===== src/rtl/sram_bank_pkg.sv =====
// Shared defaults and master identifiers for the two-master SRAM bank arbiter.
package sram_bank_pkg;

    localparam int AW_DEF = 14;
    localparam int DW_DEF = 32;
    localparam int BW_DEF = DW_DEF / 8;

    typedef enum logic {
        M0 = 1'b0,
        M1 = 1'b1
    } master_id_e;

endpackage


===== src/rtl/sram_bank_arbiter_rr_arb2.sv =====
// Two-way round-robin arbiter: combinational grant, registered last-grant pointer.
module rr_arb2
    import sram_bank_pkg::*;
(
    input  logic       clk,
    input  logic       rst_n,
    input  logic [1:0] req_i,
    output logic [1:0] gnt_o
);

    master_id_e last_q, last_d;

    always_comb begin
        gnt_o  = 2'b00;
        last_d = last_q;
        case (req_i)
            2'b01:   gnt_o = 2'b01;
            2'b10:   gnt_o = 2'b10;
            2'b11:   gnt_o = (last_q == M1) ? 2'b01 : 2'b10;
            default: gnt_o = 2'b00;
        endcase
        if (gnt_o[0]) begin
            last_d = M0;
        end else if (gnt_o[1]) begin
            last_d = M1;
        end
    end

    // Reset to "m1 last" so m0 wins the first contention.
    always_ff @(posedge clk or negedge rst_n) begin
        if (!rst_n) begin
            last_q <= M1;
        end else begin
            last_q <= last_d;
        end
    end

endmodule


===== src/rtl/sram_bank_arbiter.sv =====
// Two masters sharing one single-port SRAM macro; fixed one-cycle response latency.
module sram_bank_arbiter
    import sram_bank_pkg::*;
#(
    parameter  int AW = AW_DEF,
    parameter  int DW = DW_DEF,
    localparam int BW = DW / 8
) (
    input  logic          clk,
    input  logic          rst_n,

    input  logic          m0_req_i,
    output logic          m0_gnt_o,
    input  logic [AW+1:0] m0_addr_i,
    input  logic          m0_we_i,
    input  logic [BW-1:0] m0_be_i,
    input  logic [DW-1:0] m0_wdata_i,
    output logic          m0_rvalid_o,
    output logic [DW-1:0] m0_rdata_o,

    input  logic          m1_req_i,
    output logic          m1_gnt_o,
    input  logic [AW+1:0] m1_addr_i,
    input  logic          m1_we_i,
    input  logic [BW-1:0] m1_be_i,
    input  logic [DW-1:0] m1_wdata_i,
    output logic          m1_rvalid_o,
    output logic [DW-1:0] m1_rdata_o,

    output logic          sram_en_o,
    output logic          sram_we_o,
    output logic [AW-1:0] sram_addr_o,
    output logic [BW-1:0] sram_be_o,
    output logic [DW-1:0] sram_wdata_o,
    input  logic [DW-1:0] sram_rdata_i
);

    logic [1:0]    req;
    logic [1:0]    gnt;
    logic          rsp_vld_q, rsp_vld_d;
    logic          rsp_rd_q, rsp_rd_d;
    master_id_e    rsp_id_q, rsp_id_d;
    logic [DW-1:0] hold0_q, hold0_d;
    logic [DW-1:0] hold1_q, hold1_d;
    logic          unused_addr_lsbs;

    // Word-aligned macro: byte offset bits carry no meaning.
    assign unused_addr_lsbs = ^{m0_addr_i[1:0], m1_addr_i[1:0]};

    // Requests are masked while reset is held so no grant can escape.
    assign req = {m1_req_i, m0_req_i} & {2{rst_n}};

    rr_arb2 u_arb (
        .clk   (clk),
        .rst_n (rst_n),
        .req_i (req),
        .gnt_o (gnt)
    );

    assign m0_gnt_o = gnt[0];
    assign m1_gnt_o = gnt[1];

    always_comb begin
        sram_en_o    = 1'b0;
        sram_we_o    = 1'b0;
        sram_addr_o  = '0;
        sram_be_o    = '0;
        sram_wdata_o = '0;
        if (gnt[0]) begin
            sram_en_o    = 1'b1;
            sram_we_o    = m0_we_i;
            sram_addr_o  = m0_addr_i[AW+1:2];
            sram_be_o    = m0_be_i;
            sram_wdata_o = m0_wdata_i;
        end else if (gnt[1]) begin
            sram_en_o    = 1'b1;
            sram_we_o    = m1_we_i;
            sram_addr_o  = m1_addr_i[AW+1:2];
            sram_be_o    = m1_be_i;
            sram_wdata_o = m1_wdata_i;
        end
    end

    // Response routing follows the registered tag, not the current grant.
    assign m0_rvalid_o = rsp_vld_q && (rsp_id_q == M0);
    assign m1_rvalid_o = rsp_vld_q && (rsp_id_q == M1);
    assign m0_rdata_o  = (m0_rvalid_o && rsp_rd_q) ? sram_rdata_i : hold0_q;
    assign m1_rdata_o  = (m1_rvalid_o && rsp_rd_q) ? sram_rdata_i : hold1_q;

    always_comb begin
        rsp_vld_d = |gnt;
        rsp_id_d  = gnt[1] ? M1 : M0;
        rsp_rd_d  = gnt[1] ? ~m1_we_i : ~m0_we_i;
        hold0_d   = m0_rdata_o;
        hold1_d   = m1_rdata_o;
    end

    always_ff @(posedge clk or negedge rst_n) begin
        if (!rst_n) begin
            rsp_vld_q <= 1'b0;
            rsp_id_q  <= M0;
            rsp_rd_q  <= 1'b0;
            hold0_q   <= '0;
            hold1_q   <= '0;
        end else begin
            rsp_vld_q <= rsp_vld_d;
            rsp_id_q  <= rsp_id_d;
            rsp_rd_q  <= rsp_rd_d;
            hold0_q   <= hold0_d;
            hold1_q   <= hold1_d;
        end
    end

endmodule


===== config.mk =====
export PLATFORM = sky130hd
export DESIGN_NAME = sram_bank_arbiter
export DESIGN_NICKNAME = d
export VERILOG_FILES = /design/src/rtl/sram_bank_pkg.sv /design/src/rtl/sram_bank_arbiter_rr_arb2.sv /design/src/rtl/sram_bank_arbiter.sv
export SDC_FILE = /design/constraint.sdc
export NUM_CORES = 1
export LEC_CHECK = 0
export CAP_MARGIN = 20
export CORE_MARGIN = 10
export CORE_UTILIZATION = 35
export DETAILED_ROUTE_END_ITERATION = 6
export PLACE_DENSITY_LB_ADDON = 0.1
export SLEW_MARGIN = 30
export SYNTH_ARGS = -nofsm -noshare
export SYNTH_HDL_FRONTEND = slang
export SYNTH_SLANG_ARGS = --single-unit

===== constraint.sdc =====
create_clock -name clk -period 1.6 [get_ports clk]
set_clock_uncertainty 0.2 [all_clocks]
set_input_delay 0.16 -clock clk [delete_from_list [all_inputs] [get_ports clk]]
set_output_delay 0.16 -clock clk [all_outputs]
set_load 0.1 [all_outputs]

==> impl_metrics.csv <==
group,metric,value,unit
clock_network,cts.sinks,68,
timing,fin_crit,2.17,ns
global_routing,grt_pass1_vias,4630,
final_layout,utilization,0.919,
drt,wl_per_cell,26.7,µm
place,dp.cells,730,
timing,setup_viol,141,
timing,worst_pin_slew,0.554,ns
final_layout,syn_to_final_growth,159,%
clock_network,htreeDepth,3,
power_and_ir_drop,p_int,6.52,mW
timing,holdWs,0.0705,ns
logic_synthesis,synth_cells,328,
setup_path,setup.worst_path.class,"flop to primary output",
global_routing,grt_pass1_wl,27.9,mm
power_and_ir_drop,power_leakage,4.09,nW
outcome,violations,"negative setup slack",
timing,drv_slew,0,
clock_network,clockRootBuffer,"clkbuf_8",
global_routing,overflow,0,
power_and_ir_drop,switching_share,0.515,
setup_path,cp_max_fo,5,
global_routing,gr-usage-all-layers,0.245,
drt,met3_length,1.99,mm
min_path,min_path_type,"primary input to flop",
logic_synthesis,yosys.cell_types.count,20,
clock_network,cts.path.max_buffers,2,
logic_synthesis,ys_ff_latch,68,
timing,rsz0062_at_grt,"true",
drt,final_antenna_net_count,0,
die,ioPinCount,262,
logic_synthesis,syn_area_per_cell,11.1,µm²
drt,top_layer,"met5",
drt,dr.pass1.iters,6,
logic_synthesis,netlist_area,3630,µm²
clock_network,path_clk_slew,0.08,ns
drt,viasPerCell,5.23,
place,portBuffers,257,
outcome,status,"complete, but fails checks",
final_layout,drive_gt1_frac,0.520,
place,place_congestion,0.820,
setup_path,crit_path_start_kind,"flop",
drt,drtIter0Drc,213,
die,die_w,122,µm
setup_path,required,1.24,ns
setup_path,arrival,1.81,ns
power_and_ir_drop,power,13.4,mW
power_and_ir_drop,pwr-share-seq,0.177,
timing,finalHoldViolations,0,
logic_synthesis,synth-seq-area-share,0.469,
clock_network,numCtsBuffers,9,
run,maxCapViolCount,0,
drt,routed_wirelength,21.1,mm
timing,final.setup.worst_slack,-0.571,ns
final_layout,stdcell_count,791,
power_and_ir_drop,p_sw,6.93,mW
final_layout,n_fill_cell,332,
die,die_y,122,µm
die,dieArea,14800,µm²
place,dp_hpwl,14.0,mm
timing,setup-tns-final,-62.33,ns
power_and_ir_drop,p_comb_frac,0.722,
timing,relSlewSlack,0.630,
die,core,10200,µm²
die,rows,37,
final_layout,layout.nets,789,
clock_network,cts_tree,"yes",
global_routing,grt_start_max_net_pins,39,
power_and_ir_drop,clkPwrFrac,0.101,
drt,wl_met2,11.6,mm
drt,vias,4133,
die,start_util,0.355,
timing,period_share,1.36,
setup_path,end_kind,"primary output",
drt,drc,0,
power_and_ir_drop,ir_worst_vdd,1.01,mV
logic_synthesis,syn-num-nets,470,
logic_synthesis,ys_warn_count,0,
drt,wl_met1,6.89,mm
clock_network,insertion_delay,0.35,ns
timing,fmax,461,MHz
power_and_ir_drop,p_per_area,1430,nW/µm²
global_routing,antenna_found_initial,3,
==> worst max-delay path: stages, from the launching register on <==
cell	delay, ns
dfrtp_1	0.47
nand3b_4	0.16
buf_6	0.17
buf_12	0.14
mux2_4	0.33
buf_12	0.17
==> power groups by stage <==
stage          sequential [mW]  clock, mW  combinational [mW]
2_1_floorplan             2.30          0                5.78
3_3_place_gp              2.32          0                9.02
3_5_place_dp              2.36          0                9.12
4_1_cts                   2.33       1.29                9.38
5_1_grt                   2.42       1.44                9.89
6_report                  2.38       1.36                9.70
==> layout make-up <==
type / count / area [µm²] / share of cell area
Clock buffer: 9 / 124 / 0.0132
Sequential cell: 68 / 1700 / 0.181
Timing Repair Buffer: 336 / 4790 / 0.510
Tap cell: 136 / 170 / 0.0181
Multi-Input combinational cell: 232 / 2550 / 0.272
Clock inverter: 7 / 51.3 / 0.00545
Antenna cell: 3 / 7.51 / 0.000798
==> cell usage in the layout, fill, tap and decap left out, types with 3 or more instances in the layout <==
master             n
clkbuf_16          3
clkdlybuf4s50_1  134
buf_4             29
buf_6             23
o22ai_4           50
mux2_4            64
clkbuf_8           9
nand2_1          104
buf_16             5
buf_12           133
dfrtp_1           66
dlygate4sd3_1      5
diode_2            3
==> kinds of logic after synthesis <==
kind of cell | after synthesis | synth area share
AO/OA/AOI/OAI | 54 | 0.0934
multiplexers | 65 | 0.263
AND/OR/NAND/NOR | 113 | 0.128
flip-flops | 68 | 0.469
buffers and inverters | 28 | 0.0462
==> synth_stat cells <==
master	number	share of area
a21oi_1	1	0.0014
and2_1	1	0.0017
buf_1	2	0.0021
buf_2	14	0.019
buf_6	6	0.019
clkbuf_1	6	0.0062
dfrtp_1	67	0.46
dfstp_2	1	0.0072
mux2_2	4	0.012
mux2_4	60	0.25
mux2i_1	1	0.0028
nand2_1	107	0.11
nand2b_1	1	0.0017
nand3_4	1	0.0048
nand3b_4	1	0.0055
nor2b_1	2	0.0034
o21a_1	1	0.0021
o21ai_0	1	0.0014
o22ai_1	50	0.086
o2bb2ai_1	1	0.0024
==> routing by layer <==
metal	GRT usage	up-vias
met3	0.0930	38
met4	0.0984	2
li1	-	1788
met1	0.247	2071
met5	0	-
met2	0.446	234
==> per-stage QoR <==
step	setup WS (ns)	cell area [µm²]
finish	-0.571	9410
global route	-0.605	9410
CTS	-0.503	9140
detailed placement	-0.298	8600
global placement	-0.280	8600
floorplan	-0.298	4470
==> registers in the layout, summed over array words and instances, names as in the netlist <==
name,flops
rsp_rd_q,1
rsp_vld_q,1
hold1_q,32
rsp_id_q,1
u_arb.last_q,1
hold0_q,32
==> what timing repair did <==
action | in CTS | in global routing
resized for setup | 31 | 18
setup endpoints to repair | 120 | 130
pin swaps | 2 | 1
gates cloned | 3 | 3
endpoints found under the hold margin | 68 | 0
buffers inserted | 16 | 18
hold buffers | 5 | 0
==> path summary, 6_finish.rpt <==
| kind | start | to | slack, ns | cells after the start |
|---|---|---|---|---|
| worst max-delay path | rsp_rd_q$_DFF_PN0_ | m0_rdata_o[5] | -0.57 | 5 |
| worst min-delay path | m1_req_i | rsp_vld_q$_DFF_PN0_ | 0.07 | 2 |
| worst max register to register | rsp_rd_q$_DFF_PN0_ | hold0_q[6]$_DFF_PN0_ | -0.22 | 6 |
| worst min register to register | hold1_q[21]$_DFF_PN0_ | hold1_q[21]$_DFF_PN0_ | 0.32 | 1 |
| max in group asynchronous | rst_n | hold1_q[8]$_DFF_PN0_ | 0.31 | 4 |
| min in group asynchronous | rst_n | hold1_q[28]$_DFF_PN0_ | 0.26 | 3 |
Note: power is estimated with default switching activity, not from simulation.
